`config.mk`:
```
export PLATFORM = sky130hd
export DESIGN_NAME = instr_seq_ctrl_flat
export DESIGN_NICKNAME = d
export VERILOG_FILES = /design/src/rtl/instr_seq_ctrl_if.sv /design/src/rtl/instr_seq_ctrl.sv /design/src/flat_wrapper.sv
export SDC_FILE = /design/constraint.sdc
export NUM_CORES = 1
export LEC_CHECK = 0
export ABC_AREA = 1
export BUFFER_PORTS_ARGS = -buffer_cell sky130_fd_sc_hd__buf_2
export CAP_MARGIN = 10
export CORE_MARGIN = 4
export CORE_UTILIZATION = 57
export DETAILED_ROUTE_END_ITERATION = 8
export HOLD_SLACK_MARGIN = 0.08
export PLACE_DENSITY = 0.86
export SYNTH_ARGS = -nofsm -noshare
export SYNTH_HDL_FRONTEND = slang
export SYNTH_SLANG_ARGS = --single-unit
```
`constraint.sdc`:
```
create_clock -name clk -period 5.6 [get_ports clk]
set_clock_uncertainty 0.1 [all_clocks]
set_input_delay 0.56 -clock clk [delete_from_list [all_inputs] [get_ports clk]]
set_output_delay 0.56 -clock clk [all_outputs]
set_load 0.005 [all_outputs]
```
`src/rtl/instr_seq_ctrl_if.sv`:
```
// Purpose : Bundles the sequencer's RAM handshake and register-file ports.
//           The sequencer uses the master modport. The RAM and register-file
//           side uses the slave modport.
// Signals : mem_req/mem_we/mem_addr/mem_wdata  sequencer -> RAM
//           mem_rdata/mem_ready                RAM -> sequencer
//           rf_ra1/rf_ra2/rf_we/rf_wa/rf_wdata sequencer -> register file
//           rf_rd1/rf_rd2                      register file -> sequencer (combinational read)
interface instr_seq_ctrl_if #(
    parameter int ADDR_W = 16,
    parameter int DATA_W = 32,
    parameter int RF_AW  = 5
);
    logic              mem_req;
    logic              mem_we;
    logic [ADDR_W-1:0] mem_addr;
    logic [DATA_W-1:0] mem_wdata;
    logic [DATA_W-1:0] mem_rdata;
    logic              mem_ready;
    logic [RF_AW-1:0]  rf_ra1;
    logic [RF_AW-1:0]  rf_ra2;
    logic [DATA_W-1:0] rf_rd1;
    logic [DATA_W-1:0] rf_rd2;
    logic              rf_we;
    logic [RF_AW-1:0]  rf_wa;
    logic [DATA_W-1:0] rf_wdata;

    modport master (
        output mem_req, mem_we, mem_addr, mem_wdata,
        input  mem_rdata, mem_ready,
        output rf_ra1, rf_ra2,
        input  rf_rd1, rf_rd2,
        output rf_we, rf_wa, rf_wdata
    );

    modport slave (
        input  mem_req, mem_we, mem_addr, mem_wdata,
        output mem_rdata, mem_ready,
        input  rf_ra1, rf_ra2,
        output rf_rd1, rf_rd2,
        input  rf_we, rf_wa, rf_wdata
    );
endinterface

```
`src/rtl/instr_seq_ctrl.sv`:
```
// Purpose : Multi-cycle fetch/decode/execute sequencer for NOP/LW/SW/BEQ/HALT.
//           It owns the PC and time-shares one single-port RAM between
//           instruction fetch and data access.
// Ports   : clk, rst_n (synchronous, active low), start_i (begin/resume pulse)
//           bus       RAM handshake and register-file ports (master modport)
//           pc_o      program counter
//           ir_o      current instruction
//           busy_o    high while not IDLE/HALTED
//           halted_o  high after HALT
//           illegal_o sticky undefined-opcode flag
//           retired_o instruction counter
// All outputs decode from registers only, so nothing depends combinationally
// on mem_ready.
module instr_seq_ctrl #(
    parameter int ADDR_W = 16,
    parameter int DATA_W = 32,
    parameter int RF_AW  = 5
) (
    input  logic              clk,
    input  logic              rst_n,
    input  logic              start_i,
    instr_seq_ctrl_if.master  bus,
    output logic [ADDR_W-1:0] pc_o,
    output logic [31:0]       ir_o,
    output logic              busy_o,
    output logic              halted_o,
    output logic              illegal_o,
    output logic [31:0]       retired_o
);
    localparam logic [2:0] S_IDLE   = 3'd0;
    localparam logic [2:0] S_FETCH  = 3'd1;
    localparam logic [2:0] S_DECODE = 3'd2;
    localparam logic [2:0] S_EXEC   = 3'd3;
    localparam logic [2:0] S_MEM    = 3'd4;
    localparam logic [2:0] S_WB     = 3'd5;
    localparam logic [2:0] S_HALTED = 3'd6;

    localparam logic [2:0] OP_NOP  = 3'b000;
    localparam logic [2:0] OP_LW   = 3'b001;
    localparam logic [2:0] OP_SW   = 3'b010;
    localparam logic [2:0] OP_BEQ  = 3'b011;
    localparam logic [2:0] OP_HALT = 3'b111;

    localparam logic [ADDR_W-1:0] PC_ONE = {{(ADDR_W-1){1'b0}}, 1'b1};

    logic [2:0]        state_q, state_d;
    logic [ADDR_W-1:0] pc_q, pc_d;
    logic [31:0]       ir_q, ir_d;
    logic [DATA_W-1:0] op1_q, op1_d;
    logic [DATA_W-1:0] op2_q, op2_d;
    logic [DATA_W-1:0] data_q, data_d;
    logic              halted_q, halted_d;
    logic              illegal_q, illegal_d;
    logic [31:0]       retired_q, retired_d;

    logic [2:0]        opcode_s;
    logic [ADDR_W-1:0] pc_inc_s;
    logic [ADDR_W-1:0] br_off_s;
    logic [ADDR_W-1:0] imm_addr_s;

    assign opcode_s   = ir_q[31:29];
    // Addition wraps modulo 2^ADDR_W.
    assign pc_inc_s   = pc_q + PC_ONE;
    // The sign-extended offset added modulo 2^ADDR_W gives forward and backward branches.
    assign br_off_s   = ADDR_W'($signed(ir_q[15:0]));
    assign imm_addr_s = ADDR_W'(ir_q[15:0]);

    // Next-state, PC, instruction and flag update logic.
    always_comb begin
        state_d   = state_q;
        pc_d      = pc_q;
        ir_d      = ir_q;
        op1_d     = op1_q;
        op2_d     = op2_q;
        data_d    = data_q;
        halted_d  = halted_q;
        illegal_d = illegal_q;
        retired_d = retired_q;
        case (state_q)
            S_IDLE: begin
                if (start_i) begin
                    state_d = S_FETCH;
                end else begin
                    state_d = S_IDLE;
                end
            end
            S_FETCH: begin
                if (bus.mem_ready) begin
                    ir_d    = bus.mem_rdata[31:0];
                    state_d = S_DECODE;
                end else begin
                    state_d = S_FETCH;
                end
            end
            S_DECODE: begin
                // Operands are captured here, so a later WB to the same register cannot disturb them.
                op1_d   = bus.rf_rd1;
                op2_d   = bus.rf_rd2;
                state_d = S_EXEC;
            end
            S_EXEC: begin
                case (opcode_s)
                    OP_LW, OP_SW: begin
                        state_d = S_MEM;
                    end
                    OP_BEQ: begin
                        if (op1_q == op2_q) begin
                            pc_d = pc_inc_s + br_off_s;
                        end else begin
                            pc_d = pc_inc_s;
                        end
                        retired_d = retired_q + 32'd1;
                        state_d   = S_FETCH;
                    end
                    OP_HALT: begin
                        halted_d  = 1'b1;
                        retired_d = retired_q + 32'd1;
                        state_d   = S_HALTED;
                    end
                    OP_NOP: begin
                        pc_d      = pc_inc_s;
                        retired_d = retired_q + 32'd1;
                        state_d   = S_FETCH;
                    end
                    default: begin
                        illegal_d = 1'b1;
                        pc_d      = pc_inc_s;
                        retired_d = retired_q + 32'd1;
                        state_d   = S_FETCH;
                    end
                endcase
            end
            S_MEM: begin
                if (bus.mem_ready) begin
                    if (opcode_s == OP_LW) begin
                        data_d  = bus.mem_rdata;
                        state_d = S_WB;
                    end else begin
                        pc_d      = pc_inc_s;
                        retired_d = retired_q + 32'd1;
                        state_d   = S_FETCH;
                    end
                end else begin
                    state_d = S_MEM;
                end
            end
            S_WB: begin
                pc_d      = pc_inc_s;
                retired_d = retired_q + 32'd1;
                state_d   = S_FETCH;
            end
            S_HALTED: begin
                if (start_i) begin
                    pc_d      = '0;
                    halted_d  = 1'b0;
                    illegal_d = 1'b0;
                    state_d   = S_FETCH;
                end else begin
                    state_d = S_HALTED;
                end
            end
            default: begin
                state_d = S_IDLE;
            end
        endcase
    end

    // State and datapath registers with synchronous active-low reset.
    always_ff @(posedge clk) begin
        if (!rst_n) begin
            state_q   <= S_IDLE;
            pc_q      <= '0;
            ir_q      <= 32'd0;
            op1_q     <= '0;
            op2_q     <= '0;
            data_q    <= '0;
            halted_q  <= 1'b0;
            illegal_q <= 1'b0;
            retired_q <= 32'd0;
        end else begin
            state_q   <= state_d;
            pc_q      <= pc_d;
            ir_q      <= ir_d;
            op1_q     <= op1_d;
            op2_q     <= op2_d;
            data_q    <= data_d;
            halted_q  <= halted_d;
            illegal_q <= illegal_d;
            retired_q <= retired_d;
        end
    end

    // The request fields depend only on state and registers, so they hold steady across wait states.
    assign bus.mem_req   = (state_q == S_FETCH) || (state_q == S_MEM);
    assign bus.mem_we    = (state_q == S_MEM) && (opcode_s == OP_SW);
    assign bus.mem_addr  = (state_q == S_MEM) ? imm_addr_s : pc_q;
    assign bus.mem_wdata = op1_q;
    assign bus.rf_ra1    = RF_AW'(ir_q[28:24]);
    assign bus.rf_ra2    = RF_AW'(ir_q[23:19]);
    assign bus.rf_wa     = RF_AW'(ir_q[28:24]);
    assign bus.rf_we     = (state_q == S_WB);
    assign bus.rf_wdata  = data_q;

    assign pc_o      = pc_q;
    assign ir_o      = ir_q;
    assign busy_o    = (state_q != S_IDLE) && (state_q != S_HALTED);
    assign halted_o  = halted_q;
    assign illegal_o = illegal_q;
    assign retired_o = retired_q;
endmodule

```
`src/flat_wrapper.sv`:
```
// flat-port wrapper written by rule: the top's interface ports become plain ports
module instr_seq_ctrl_flat 
#(
    parameter int ADDR_W = 16,
    parameter int DATA_W = 32,
    parameter int RF_AW  = 5
)
  (clk, rst_n, start_i, pc_o, ir_o, busy_o, halted_o, illegal_o, retired_o, bus_mem_req, bus_mem_we, bus_mem_addr, bus_mem_wdata, bus_mem_rdata, bus_mem_ready, bus_rf_ra1, bus_rf_ra2, bus_rf_rd1, bus_rf_rd2, bus_rf_we, bus_rf_wa, bus_rf_wdata);
  instr_seq_ctrl_if #(.ADDR_W(ADDR_W), .DATA_W(DATA_W), .RF_AW(RF_AW)) bus_i ();
  input  logic clk;
  input  logic rst_n;
  input  logic start_i;
  output logic [ADDR_W-1:0] pc_o;
  output logic [31:0] ir_o;
  output logic busy_o;
  output logic halted_o;
  output logic illegal_o;
  output logic [31:0] retired_o;
  output wire logic [$bits(bus_i.mem_req)-1:0] bus_mem_req;
  output wire logic [$bits(bus_i.mem_we)-1:0] bus_mem_we;
  output wire logic [$bits(bus_i.mem_addr)-1:0] bus_mem_addr;
  output wire logic [$bits(bus_i.mem_wdata)-1:0] bus_mem_wdata;
  input wire logic [$bits(bus_i.mem_rdata)-1:0] bus_mem_rdata;
  input wire logic [$bits(bus_i.mem_ready)-1:0] bus_mem_ready;
  output wire logic [$bits(bus_i.rf_ra1)-1:0] bus_rf_ra1;
  output wire logic [$bits(bus_i.rf_ra2)-1:0] bus_rf_ra2;
  input wire logic [$bits(bus_i.rf_rd1)-1:0] bus_rf_rd1;
  input wire logic [$bits(bus_i.rf_rd2)-1:0] bus_rf_rd2;
  output wire logic [$bits(bus_i.rf_we)-1:0] bus_rf_we;
  output wire logic [$bits(bus_i.rf_wa)-1:0] bus_rf_wa;
  output wire logic [$bits(bus_i.rf_wdata)-1:0] bus_rf_wdata;
  assign bus_mem_req = bus_i.mem_req;
  assign bus_mem_we = bus_i.mem_we;
  assign bus_mem_addr = bus_i.mem_addr;
  assign bus_mem_wdata = bus_i.mem_wdata;
  assign bus_i.mem_rdata = bus_mem_rdata;
  assign bus_i.mem_ready = bus_mem_ready;
  assign bus_rf_ra1 = bus_i.rf_ra1;
  assign bus_rf_ra2 = bus_i.rf_ra2;
  assign bus_i.rf_rd1 = bus_rf_rd1;
  assign bus_i.rf_rd2 = bus_rf_rd2;
  assign bus_rf_we = bus_i.rf_we;
  assign bus_rf_wa = bus_i.rf_wa;
  assign bus_rf_wdata = bus_i.rf_wdata;
  instr_seq_ctrl #(.ADDR_W(ADDR_W), .DATA_W(DATA_W), .RF_AW(RF_AW)) u_core (.clk(clk), .rst_n(rst_n), .start_i(start_i), .bus(bus_i), .pc_o(pc_o), .ir_o(ir_o), .busy_o(busy_o), .halted_o(halted_o), .illegal_o(illegal_o), .retired_o(retired_o));
endmodule
```
# Word-level counts from Yosys, hierarchy flattened
# Cells that the tools add are included.
# Widths: inputs -> output; s select.
dict set report op_classes {
  addsub 3
  eq_ne 19
  n_mux 23
  n_reduce_logical 18
}
# op n
set ops {}
lappend ops {{$mux 32} 3}
lappend ops {{$pmux 32 s3} 1}
lappend ops {{$mux 16} 5}
lappend ops {{$pmux 16 s4} 1}
lappend ops {{$add 32x1->32 const B} 1}
lappend ops {{$eq 32x32->1} 1}
lappend ops {{$pmux 16 s2} 1}
lappend ops {{$pmux 3 s7} 1}
lappend ops {{$add 16x1->16 const B} 1}
lappend ops {{$add 16x16->16} 1}
lappend ops {{$ne 2x2->1 const B} 7}
lappend ops {{$eq 3x2->1 const B} 4}
lappend ops {{$eq 3x3->1 const B} 4}
lappend ops {{$mux 3} 3}
lappend ops {{$reduce_and 3->1} 3}
lappend ops {{$eq 3x1->1 const B} 2}
lappend ops {{$logic_not 3->1} 2}
lappend ops {{$pmux 3 s2} 1}
lappend ops {{$reduce_bool 3->1} 2}
lappend ops {{$reduce_and 5->1} 1}
lappend ops {{$reduce_or 5->1} 1}
lappend ops {{$mux 1} 4}
lappend ops {{$pmux 1 s2} 2}
lappend ops {{$reduce_and 4->1} 1}
lappend ops {{9 further kinds} 10}
dict set report totals {
  reg_bits 181
  out_inout_bits 181
}

# Depth between registers and ports, before layout
dict set report logic_depth {
  ltp_word 5
  mapped_depth 20
  depth_no_buf 20
}

# Worst setup path after synthesis
# OpenSTA, ideal clock, no wires.
dict set report synth_timing {
  kind {flip-flop to flip-flop}
  start {reg u_core.pc_q[0], in the netlist u_core.pc_o[0]}
  end {reg u_core.pc_q[13], in the netlist u_core.pc_o[13]}
  setup_time_ps 118
  t_arrival_ps 2315
  slack_ps 3067
  stages_incl_launch_ff 18
  path_cell_list {dfxtp_1 ha_1 nand2_1 inv_1 nand2_1 nor2_1 nand3_1 xor2_1 inv_1 ha_1 a21o_1 o21bai_1 nor2_1 nand2_1 nand2_1 nand3_1 nand3_1 a21oi_1}
}
dict set report synth_between {
  elab_chain_cells 5
  elab_cells_between_ends 7
}
# element line
set synth_lines {}
lappend synth_lines {{start: declaration} instr_seq_ctrl.sv:47} ;# logic [ADDR_W-1:0] pc_q, pc_d;
lappend synth_lines {{start signal: assignment} instr_seq_ctrl.sv:182} ;# pc_q <= pc_d;
lappend synth_lines {{$add 16x1->16 *} instr_seq_ctrl.sv:63} ;# assign pc_inc_s = pc_q + PC_ONE;
lappend synth_lines {{$add 16x16->16} instr_seq_ctrl.sv:108} ;# pc_d = pc_inc_s + br_off_s;
lappend synth_lines {{$mux 16} instr_seq_ctrl.sv:107} ;# if (op1_q == op2_q) begin
lappend synth_lines {{$pmux 16 s2} instr_seq_ctrl.sv:102} ;# case (opcode_s)
lappend synth_lines {{$pmux 16 s4 *} instr_seq_ctrl.sv:79} ;# case (state_q)
# Mark *: on every way between the ends. The rest lies on a longest branch, timed or not. The select of a mux whose other input is x is not followed.
# A chain may end at the register's enable or synchronous reset.

# Worst setup path in the final report
# Ends and elaborated chain as after synthesis.

==> metrics.csv <==
stage,metric,value,unit
worst_hold_path,holdPathEnd,u_core.ir_o[0],
placement,dp_hpwl,24100,um
power,pwr_density_cell,271,nW/um^2
die,core_region_area,16800,um^2
grt,antenna_found_initial,3,
clock_network,path_clk_slew,0.08,ns
setup_path,reg2reg_depth,19,
logic_synthesis,syn_inst,1509,
setup_path,path_class,reg -> reg,
route,drtIter0Drc,956,
worst_hold_path,holdPathStages,3,
setup_path,path_cells,"ha_1, nand2_1, inv_1, nand2_1, nor2_1, nand3_1, xor2_1, inv_1, ha_1, nand2_1, nor2_1, inv_1, nor2_1, nor2_1, nand2_1, nand2_1, nand3_1, nand3_1, a21oi_1",
route,wl_per_cell,16.6,um
grt,grt_usage,32.3,%
sta,post-route-period-util,51.1,%
grt,overflow,0,
power,leakage,5.80,nW
grt,grt_pass1_wl,51300,um
worst_hold_path,hp-start,bus_mem_rdata[0],
power,vdd_drop_max,0.000245,V
sta,rsz0062_at_grt,no,
sta,fin_tns_setup,0,ns
route,postRouteAntennaNets,0,
sta,finalSetupViolCount,0,
setup_path,r2r-end,u_core.pc_o[13],
clock_network,post_cts.repair.setup_buffers,0,
setup_path,cp_top_family,simple AND/OR/NAND/NOR gates,
sta,hold_viol_final,0,
setup_path,crit_arrival,3.15,ns
clock_network,htree_levels,4,
logic_synthesis,ys_seq_area_share,36.8,%
placement,pre_cts_slack,2.74,ns
die,num_rows,47,
die,fp.dieH,139,um
setup_path,critPathMaxStageDelay,0.41,ns
logic_synthesis,yosys-top-cells-area,"dfxtp_1 37%, nand2_1 12%, nor2_1 8.3%",
route,dr.pass1.iters,6,
clock_network,cts_resized,0,
clock_network,cts_sinks,181,
logic_synthesis,syn-cell-area,9850,um^2
setup_path,r2r_start,u_core.pc_o[0],
placement,place.gp.congestion,0.982,
layout,fin_util,70.4,%
setup_path,cp_max_fo,6,
placement,port_buffers,280,
setup_path,critical_path.most_common_cell,nand2_1,
setup_path,cp-end-kind,register,
clock_network,cts_tree,yes,
sta,maxSlewViolCount,0,
logic_synthesis,synth_top_area_share,36.8,%
placement,dp.cells,1939,
logic_synthesis,yosysWarningCount,0,
layout,layout-drive-gt1-share,19.9,%
clock_network,root_buffer,clkbuf_16,
clock_network,clock_latency,0.45,ns
job,max_cap_violations,0,
setup_path,critPathRequiredTime,5.88,ns
route,drc_errors,0,
die,start_util,58.8,%
logic_synthesis,ys_ff_latch,181,
layout,fin_cells,1973,
sta,fin_ws,2.74,ns
die,die_area,19500,um^2
setup_path,ff2ff_setup_slack,2.74,ns
route,via_per_inst,5.55,
sta,worst_hold_slack,0.248,ns
sta,slew_headroom,31.9,%
logic_synthesis,synth_area_per_cell,6.53,um^2
route,totalWireLength,32800,um
die,fp.dieW,139,um
die,boundaryPins,281,
setup_path,start_kind,register,
setup_path,slowest_stage,dfxtp_1,
sta,min_period,2.86,ns
logic_synthesis,syn-num-nets,1631,
clock_network,numCtsBuffers,17,
route,vias,10951,
sta,fmax,349,MHz
sta,worstMarginPinSlew,1.02,ns
grt,grt_max_degree,85,
clock_network,holdBufCountCts,0,
logic_synthesis,synth.distinct_cells,41,
clock_network,clock_path_buffers,2,
outcome,status,finished clean,
logic_synthesis,yosysTopAreaCell,dfxtp_1,
grt,grt_pass1_vias,10067,
layout,most-common-layout-cells,"320 x nand2_1, 279 x buf_2, 219 x nor2_1, 181 x dfxtp_1, 169 x inv_1",
worst_hold_path,hp-class,in -> reg,
layout,final_nets,1860,
layout,final_common_cell,nand2_1,
layout,syn2layout_area_growth,19.7,%
setup_path,cp_num_buf_inv,3,
[worst max path at each step]
stage / depth (start not counted) / from / to / slack (ns)
2_1_floorplan: 17 / u_core.pc_o[0] / u_core.pc_o[13] / 3.07
3_5_place_dp: 17 / u_core.pc_o[1] / u_core.pc_o[13] / 2.74
5_1_grt: 19 / u_core.pc_o[1] / u_core.pc_o[13] / 2.37
4_1_cts: 17 / u_core.pc_o[0] / u_core.pc_o[13] / 2.74
6_report: 19 / u_core.pc_o[0] / u_core.pc_o[13] / 2.74
3_3_place_gp: 17 / u_core.pc_o[0] / u_core.pc_o[13] / 2.81
[worst min-delay path: stages]
cell	delay (ns)
buf_2	0.08
nor2_1	0.04
nor2_1	0.08
[Yosys cell counts (all sizes together)]
cell	count
nand2	327
nor2	225
dfxtp	181
inv	180
o21ai	178
a21oi	147
nand3	66
clkbuf	42
buf	31
nor3	29
nand4	23
ha	21
xor2	20
xnor2	11
nand3b	5
a21o	4
nor3b	4
nor4	4
a31oi	2
and3	2
a211oi	1
fa	1
o211ai	1
o21bai	1
o22ai	1
o31a	1
or2	1
[registers in the layout, summed over array words and instances, names as in the netlist]
name and cells:
u_core.state_q 3, u_core.illegal_o 1, u_core.ir_o 32, u_core.bus.mem_wdata 32, u_core.bus.rf_wdata 32, u_core.op2_q 32
u_core.halted_o 1, u_core.retired_o 32, u_core.pc_o 16
[routing by layer]
metal,vias up,track usage [%],part of all wire (%)
met3,114,7.51,9.3
li1,5316,-,-
met5,-,0,0.040
met1,4938,40.3,40
met4,2,16.1,4.6
met2,581,52.3,46
[layout make-up]
| type | instances | area [um^2] |
|---|---|---|
| Clock inverter | 15 | 209 |
| Fill cell | 1480 | 4960 |
| Tap cell | 220 | 275 |
| Sequential cell | 181 | 3620 |
| Antenna cell | 2 | 5.00 |
| Multi-Input combinational cell | 1075 | 5150 |
| Inverter | 180 | 678 |
| Clock buffer | 17 | 425 |
| Timing Repair Buffer | 283 | 1430 |
[per-stage QoR]
stage | cell area [um^2] | power, mW
after floorplan | 9850 | 1.72
after global placement | 11200 | 1.89
after detailed placement | 11200 | 1.90
after CTS | 11800 | 3.20
after global routing | 11800 | 3.32
final | 11800 | 3.20
[where the power goes]
group,switching [mW],internal [mW],total [mW],leakage (nW)
clock,0.592,0.725,1.32,0.307
sequential,0.0609,1.35,1.41,1.47
combinational,0.301,0.179,0.480,4.02
total,0.954,2.25,3.20,5.80
[cell families after synthesis]
logic type / share of synthesized area, %
buf+inv: 10.9
flops: 36.8
simple gates: 29.2
compound gates: 17.5
fa+ha+maj: 2.87
xor+xnor: 2.76
No activity file was read; power rests on OpenSTA's default activity.
